$ cat src/rtl/pipeline_hazard_ctrl.sv
// pipeline_hazard_ctrl: stall/flush sequencer for the 5-stage pipeline with saturating stall/flush counters
module pipeline_hazard_ctrl #(
  parameter int CNT_W = 16
) (
  input  logic             CLK,
  input  logic             RESET,
  input  logic             IMEM_BUSY_WAIT,
  input  logic             DMEM_BUSY_WAIT,
  input  logic             BRANCH_RES,
  input  logic [4:0]       ID_RS1,
  input  logic [4:0]       ID_RS2,
  input  logic             ID_RS1_USED,
  input  logic             ID_RS2_USED,
  input  logic [2:0]       EX_MEM_READ,
  input  logic [4:0]       EX_RD,
  input  logic             EX_REG_WRITE,
  input  logic             CNT_CLR,
  output logic             PC_HOLD,
  output logic             IFID_HOLD,
  output logic             IFID_FLUSH,
  output logic             IDEX_HOLD,
  output logic             IDEX_FLUSH,
  output logic             EXMEM_BUSY_WAIT,
  output logic             MEMWB_HOLD,
  output logic [2:0]       STATE,
  output logic [CNT_W-1:0] STALL_CNT,
  output logic [CNT_W-1:0] FLUSH_CNT
);
  logic             lu, fl, a_dm, a_fl, a_lu, a_im, fp_d, fp_q;
  logic [2:0]       state_d, state_q;
  logic [CNT_W-1:0] stall_d, stall_q, flush_d, flush_q;
  always_comb begin
    lu = (EX_MEM_READ != 3'd0) && EX_REG_WRITE && (EX_RD != 5'd0) &&
         ((ID_RS1_USED && ID_RS1 == EX_RD) || (ID_RS2_USED && ID_RS2 == EX_RD));
    fl = BRANCH_RES | fp_q;
    a_dm = RESET & DMEM_BUSY_WAIT;
    a_fl = RESET & ~DMEM_BUSY_WAIT & fl;
    a_lu = RESET & ~DMEM_BUSY_WAIT & ~fl & lu;
    a_im = RESET & ~DMEM_BUSY_WAIT & ~fl & ~lu & IMEM_BUSY_WAIT;
    state_d = a_dm ? 3'd1 : a_fl ? 3'd2 : a_lu ? 3'd3 : a_im ? 3'd4 : 3'd0;
    fp_d = a_dm & fl;
    stall_d = CNT_CLR ? '0 : ((a_dm | a_lu | a_im) && !(&stall_q)) ? stall_q + CNT_W'(1) : stall_q;
    flush_d = CNT_CLR ? '0 : (a_fl && !(&flush_q)) ? flush_q + CNT_W'(1) : flush_q;
    PC_HOLD = a_dm | a_lu | a_im;
    IFID_HOLD = a_dm | a_lu;
    IFID_FLUSH = ~RESET | a_fl | a_im;
    IDEX_HOLD = a_dm;
    IDEX_FLUSH = ~RESET | a_fl | a_lu;
    EXMEM_BUSY_WAIT = a_dm;
    MEMWB_HOLD = a_dm;
    STATE = state_q;
    STALL_CNT = stall_q;
    FLUSH_CNT = flush_q;
  end
  always_ff @(posedge CLK) begin
    if (!RESET) begin
      state_q <= 3'd0;
      fp_q <= 1'b0;
      stall_q <= '0;
      flush_q <= '0;
    end else begin
      state_q <= state_d;
      fp_q <= fp_d;
      stall_q <= stall_d;
      flush_q <= flush_d;
    end
  end
endmodule

$ cat config.mk
export PLATFORM = sky130hd
export DESIGN_NAME = pipeline_hazard_ctrl
export DESIGN_NICKNAME = d
export VERILOG_FILES = /design/src/rtl/pipeline_hazard_ctrl.sv
export SDC_FILE = /design/constraint.sdc
export NUM_CORES = 1
export LEC_CHECK = 0
export CORE_MARGIN = 2
export CORE_UTILIZATION = 25
export CTS_BUF_LIST = sky130_fd_sc_hd__clkbuf_4 sky130_fd_sc_hd__clkbuf_8 sky130_fd_sc_hd__clkbuf_16
export DETAILED_ROUTE_END_ITERATION = 8
export PLACE_DENSITY = 0.54
export SKIP_CTS_REPAIR_TIMING = 1
export SYNTH_ARGS = -nofsm -noshare
export SYNTH_HDL_FRONTEND = slang
export SYNTH_SLANG_ARGS = --single-unit
$ cat constraint.sdc
create_clock -name CLK -period 1.85 [get_ports CLK]
set_input_delay 0.37 -clock CLK [delete_from_list [all_inputs] [get_ports CLK]]
set_output_delay 0.37 -clock CLK [all_outputs]
set_load 0.05 [all_outputs]
==> out/results.ini, run 1 <==
[routing]
wire_per_inst_microns = 12.5
drt-pass1-iter-count = 4
drt_iter0_markers = 32
viasPerCell = 4.53
ant_nets = 0
vias = 2069
wl_microns = 5690
route.detailed.drc = 0

[logic_synthesis]
avgSynthCellArea_sq_um = 8.53
synth_xor_area_frac = 0.103
ys_ff_latch = 36
async_flop_share = 0
synth-compound-area-share = 0.139
synth_top_family_by_area = simple AND/OR/NAND/NOR gates
synthAdderAreaFrac = 0.0122
synth_fp_nets = 269
synth_cells = 240
yosysWarnings = 0
synth_edf_count = 0
netlist_area_sq_um = 2050
synthFlopType = dfxtp_1
synth_mux_area_frac = 0.0684
synth_simple_gate_area_frac = 0.285
seq_area_frac_synth = 0.352
netlist-cell-type-count = 46

[final_layout]
mostFrequentLayoutCells = buf_4 (70), nand2_1 (27), nor2_1 (24)
area_growth_pct = 77.2
layout_commonest_cell = buf_4
nets = 380
n_antenna_cell = 0
drive_gt1_frac = 0.469

[timing]
worst_slack_ns = -0.322
rsz0062_at_grt = true
holdWs_ns = 0.474
finalMaxSlewViolations = 0
finalCritPeriodShare = 1.17
min_period_ns = 2.17
tns_ns = -2.88
setup_viol = 20
finalClockSkew_ns = 0.0131
relSlewSlack = 0.665
worst_pin_slew_ns = 0.500
hold_viol_final = 0
fmax_ghz = 0.460

[outcome]
status = finished with violations
violations = negative setup slack

[clock_tree]
h-tree-depth = 2
clkLatencyLatePin_ns = 0.29
clk_pin_slew_ns = 0.08
cts_buffer_depth = 2
cts_root_buf = clkbuf_8
cts_sinks = 36
cts-buffers-inserted = 5
cts_tree = done

[worst_setup_path]
r2r-end = FLUSH_CNT[11]
worstSetupPathType = in2out
cp_max_fo = 6
r2r_start = FLUSH_CNT[1]
start_kind = primary input
arrival_ns = 1.80
ff2ff_path_depth = 7
worst-endpoint-required_ns = 1.48
cp-end-kind = primary output
r2r_slack_ns = 0.06

[floorplan]
ios = 69
rows = 33
core-area_sq_um = 8090
die_y_microns = 94.5
initial_core_util = 0.253
dieArea_sq_um = 8930
die_width_microns = 94.5

[worst_hold_path]
min_delay_path_depth = 2
hp-class = reg2reg
min_from = STALL_CNT[5]
holdPathEnd = STALL_CNT[5]

[power_and_ir_drop]
power.switching_uw = 474
ir_drop_uv = 381
power.internal_uw = 1350
power_density_nw_per_um2 = 503
combinationalPowerShare = 0.187
sw_frac_of_total = 0.260
pwr-share-clk = 0.392
p_leak_uw = 0.00149
p_seq_frac = 0.421

[grt]
grt_max_degree = 28
grt.met1_usage = 0.148
gr-max-usage-layer = met2
antenna_found_initial = 0
gr-total-overflow = 0
grtUsageMet3 = 0.0319
grt_usage = 0.128
met2_usage = 0.232
first_global_vias = 1985
grt_pass1_wl_microns = 9110

[placed_design]
port_buffers = 68
dpl.hpwl_microns = 4250
gp_congestion = 0.785

[flow_run]
cap_viol_max_count = 0

==> per-layer routing <==
metal | vias up | part of all wire
met3 | 7 | 0.047
met4 | 0 | 0.014
met5 | - | 0
met2 | 37 | 0.51
met1 | 964 | 0.43
li1 | 1061 | -
==> critical path, cell delays in order <==
cell and delay, ns:
buf_6 0.09, xor2_1 0.15, nor4_2 0.30, a32oi_2 0.19
o31a_4 0.47, nand2_8 0.10, buf_12 0.13
==> cells in the mapped netlist, types with 3 or more instances <==
library cell / number / area share
a21oi_1: 3 / 0.0073
nor3_1: 6 / 0.015
clkbuf_1: 4 / 0.0073
nand2_1: 30 / 0.055
a21o_1: 4 / 0.015
a211oi_1: 6 / 0.022
mux2i_1: 14 / 0.068
dfxtp_1: 36 / 0.35
inv_1: 7 / 0.013
nand3_1: 9 / 0.022
nand2b_1: 15 / 0.046
nand4_1: 11 / 0.034
a2111oi_2: 3 / 0.022
a211oi_2: 6 / 0.037
and3_1: 3 / 0.0092
nor2_1: 26 / 0.048
xor2_1: 15 / 0.064
xnor2_1: 9 / 0.038
==> worst max path at each step <==
stage | start | end | slack, ns | depth (start not counted)
floorplan | EX_RD[3] | PC_HOLD | -0.05 | 6
global placement | EX_RD[3] | STALL_CNT[8] | -0.75 | 7
detailed placement | EX_RD[3] | STALL_CNT[8] | -0.89 | 7
CTS | EX_RD[3] | PC_HOLD | -0.77 | 7
global route | ID_RS1[1] | PC_HOLD | -0.36 | 7
finish | ID_RS1[1] | PC_HOLD | -0.32 | 7
==> power by group through the flow <==
stage	logic [uW]	registers, uW	clock network (uW)
4_1_cts	312	769	751
5_1_grt	363	769	769
6_report	341	768	716
3_3_place_gp	309	788	0
2_1_floorplan	134	804	0
3_5_place_dp	311	788	0
==> kinds of logic after synthesis <==
group                      after synthesis
buffers and inverters                   18
AOI/OAI and AO/OA                       31
muxes                                   14
xor gates and xnor gates                24
adders and majority gates                2
DFF                                     36
and+or+nand+nor                        115
==> registers in the layout, summed over array words and instances (netlist names) <==
| name | cells |
|---|---|
| FLUSH_CNT | 16 |
| STALL_CNT | 16 |
| STATE | 3 |
| fp_q | 1 |
==> cell type report <==
class                           instances  area [sq um]
Fill cell                             817          4460
Timing Repair Buffer                  113          1080
Clock buffer                            6          76.3
Clock inverter                          2          35.0
Multi-Input combinational cell        186          1490
Sequential cell                        36           779
Inverter                                9          41.3
Tap cell                              105           131
==> metrics by stage <==
stage               setup WS, ns  cells  total power [uW]  instance area [sq um]   util
finish                    -0.322    457              1830                   3630  0.449
global route              -0.365    457              1900                   3630  0.449
CTS                       -0.768    450              1830                   3370  0.417
detailed placement        -0.888    442              1100                   3260  0.403
global placement          -0.754    442              1100                   3260  0.403
floorplan                -0.0544    240               938                   2220      -
(Power assumes the default switching activity.)
==> run 2: changes to the inputs <==
- ABC_AREA: not set -> 1
- SLEW_MARGIN: not set -> 20
==> out/results.ini, run 2 <==
[logic_synthesis]
synth_cells = 335  ; +40%
synth_simple_gate_area_frac = 0.408  ; +0.122
synthAdderAreaFrac = 0.0119  ; -0.000299
synth_fp_nets = 364  ; +35%
netlist_area_sq_um = 2100  ; +2.5%
synth_top_family_by_area = simple AND/OR/NAND/NOR gates
synth.largest_area_cell = dfxtp_1
synth_common_cells = nand2_1 (87), nor2_1 (56), inv_1 (48)
yosysMostFrequentCell = nand2_1
synth_mux_area_frac = 0  ; -0.0684
synth.area.top_cells = dfxtp_1 (34%), nand2_1 (16%), nor2_1 (10%)
synth.top_cell.area_share = 0.343  ; -0.00860
synth-compound-area-share = 0.114  ; -0.0248
synth_edf_count = 0  ; unchanged
yosysWarnings = 0  ; unchanged
netlist-cell-type-count = 30  ; -35%
synth_xor_area_frac = 0.00834  ; -0.0943
seq_area_frac_synth = 0.343  ; -0.00860
ys_ff_latch = 36  ; unchanged
avgSynthCellArea_sq_um = 6.27  ; -27%
async_flop_share = 0  ; unchanged
synthFlopType = dfxtp_1

[power_and_ir_drop]
power.internal_uw = 1270  ; -5.7%
power_density_nw_per_um2 = 524  ; +4.1%
power.switching_uw = 467  ; -1.5%
combinationalPowerShare = 0.196  ; +0.009
sw_frac_of_total = 0.268  ; +0.00841
p_seq_frac = 0.453  ; +0.032
pwr-share-clk = 0.351  ; -0.041
p_leak_uw = 0.00168  ; +13%
ir_drop_uv = 304  ; -20%

[worst_setup_path]
arrival_ns = 1.40  ; -0.40 ns
ff2ff_path_depth = 11  ; +4
worstSetupPathType = in2out
path_buf_inv = 3  ; +1
critPathTopFamily = simple AND/OR/NAND/NOR gates
start_kind = primary input
r2r_start = FLUSH_CNT[1]
cpPeakStageDelay_ns = 0.27  ; -0.20 ns
r2r_slack_ns = 0.19  ; +0.13 ns
r2r-end = FLUSH_CNT[6]
worst-endpoint-required_ns = 1.48  ; about the same
path_cells = dlymetal6s2s_1 -> inv_2 -> or2_4 -> nor2_4 -> and2_4 -> nand2_4 -> nand3_4 -> buf_12
cp-end-kind = primary output
crit_cells = 8  ; +1
cp_max_fo = 3  ; -3
crit_end = IFID_FLUSH
cp-startpoint = RESET
cpMaxStageDelayCell = or2_4

[clock_tree]
cts_root_buf = clkbuf_8
h-tree-depth = 2  ; unchanged
cts_tree = done
clkLatencyLatePin_ns = 0.28  ; about the same
clk_pin_slew_ns = 0.07  ; about the same
cts_sinks = 36  ; unchanged
cts-buffers-inserted = 5  ; unchanged
cts_buffer_depth = 2  ; unchanged

[routing]
dr_wl_met3_microns = 213  ; -21%
wl_met2_microns = 2780  ; -4.3%
vias = 2314  ; +12%
wl_microns = 5640  ; -0.93%
drt_iter0_markers = 69  ; +120%
wl_met1_microns = 2630  ; +7.9%
route.detailed.drc = 0  ; unchanged
wire_per_inst_microns = 10.5  ; -16%
top_layer_used = met4
ant_nets = 0  ; unchanged
drt-pass1-iter-count = 4  ; unchanged
viasPerCell = 4.32  ; -4.6%

[worst_hold_path]
hp-class = reg2reg
min_from = FLUSH_CNT[5]

[grt]
grt_usage = 0.125  ; -0.00322
first_global_vias = 2148  ; +8.2%
antenna_found_initial = 0  ; unchanged
grt_max_degree = 31  ; +11%
grt_pass1_wl_microns = 9180  ; +0.82%
gr-total-overflow = 0  ; unchanged

[timing]
relSlewSlack = 0.673  ; +0.00771
rsz0062_at_grt = false
finalCritPeriodShare = 0.958  ; -0.217
worst_pin_slew_ns = 0.489  ; -0.0115 ns
finalClockSkew_ns = 0.00896  ; -0.00414 ns
tns_ns = 0  ; +2.88 ns
finalMaxSlewViolations = 0  ; unchanged
fmax_ghz = 0.564  ; +23%
hold_viol_final = 0  ; unchanged
min_period_ns = 1.77  ; -0.401 ns
setup_viol = 0  ; -100%

[final_layout]
mostFrequentLayoutCells = nand2_1 (80), buf_4 (59), nor2_1 (50)
drive_gt1_frac = 0.292  ; -0.176
area_growth_pct = 58.3
register_area_sq_um = 727  ; -6.7%
n_antenna_cell = 0  ; unchanged
stdcell_count = 536  ; +17%
layout_commonest_cell = nand2_1
nFillCells = 852  ; +4.3%
nets = 459  ; +21%
multi_input_comb_area_sq_um = 1260  ; -15%

[floorplan]
rows = 33  ; unchanged
die_y_microns = 95.6  ; +1.2%
core-area_sq_um = 8180  ; +1.0%
dieArea_sq_um = 9150  ; +2.4%
initial_core_util = 0.257  ; +0.00372
die_width_microns = 95.6  ; +1.2%
ios = 69  ; unchanged

[placed_design]
placedCellCount = 522  ; +18%
dpl.hpwl_microns = 4270  ; +0.55%
gp_congestion = 0.771  ; -1.9%
port_buffers = 68  ; unchanged

[flow_run]
cap_viol_max_count = 0  ; unchanged

[outcome]
status = finished, final reports clean

[run 2: cell count changes after synthesis, sizes merged, moves of 5 or more]
cell and delta:
mux2i -14, nand4 -5, a21oi +23, xor2 -13
a211oi -12, inv +40, xnor2 -9, nand2 +60
nor2 +34, o21ai +9, nand2b -15, nand3 +20
nor3 -5
[run 2: how the worst min path moves through the flow]
stage | end | cells past startpoint
2_1_floorplan | fp_q | 2
3_3_place_gp | FLUSH_CNT[5] | 2
3_5_place_dp | FLUSH_CNT[5] | 2
4_1_cts | FLUSH_CNT[5] | 2
5_1_grt | FLUSH_CNT[5] | 2
6_report | FLUSH_CNT[5] | 2
[run 2: area by class of cell]
cell class                      instances  share of cell area
Clock buffer                            8              0.0294
Inverter                               49              0.0553
Timing Repair Buffer                   97               0.279
Multi-Input combinational cell        241               0.378
Sequential cell                        36               0.219
Tap cell                              105              0.0395
[run 2: worst min-delay path: cells and delay by family, from the launching register on]
kind	cells	cell delay (ns)
AOI/OAI and AO/OA	1	0.05
buffers and inverters	1	0.05
DFF	1	0.33
[run 2: logic make-up after synthesis]
kind of cell / count (synthesis)
adders and majority gates: 2
xor gates and xnor gates: 2
buffers and inverters: 58
AOI/OAI and AO/OA: 44
DFF: 36
and+or+nand+nor: 193
[run 2: layer usage]
layer / track usage / up-vias
met5: 0 / -
met2: 0.231 / 38
met4: 0.0250 / 0
met1: 0.147 / 1033
met3: 0.0277 / 2
li1: - / 1241
[run 2: per-stage QoR]
stage | total power [uW] | cell area [sq um] | hold slack, ns | worst slack (ns) | util
5_1_grt | 1830 | 3320 | 0.512 | 0.00720 | 0.407
3_5_place_dp | 1130 | 3040 | 0.461 | -0.365 | 0.372
2_1_floorplan | 974 | 2110 | 0.465 | 0.0387 | -
6_report | 1740 | 3320 | 0.477 | 0.0783 | 0.407
4_1_cts | 1760 | 3140 | 0.480 | -0.357 | 0.384
3_3_place_gp | 1130 | 3040 | 0.462 | -0.332 | 0.372
[run 2: power by group through the flow]
stage          clock network [uW]  logic (uW)  registers [uW]
4_1_cts                       642         329             789
2_1_floorplan                   0         142             832
3_5_place_dp                    0         328             807
5_1_grt                       667         371             789
3_3_place_gp                    0         326             807
6_report                      610         341             789
==> run 3: changes to the inputs <==
- CAP_MARGIN: not set -> 20
==> results of run 3 <==
Final layout, timing and power as in run 2 (identical DEF).
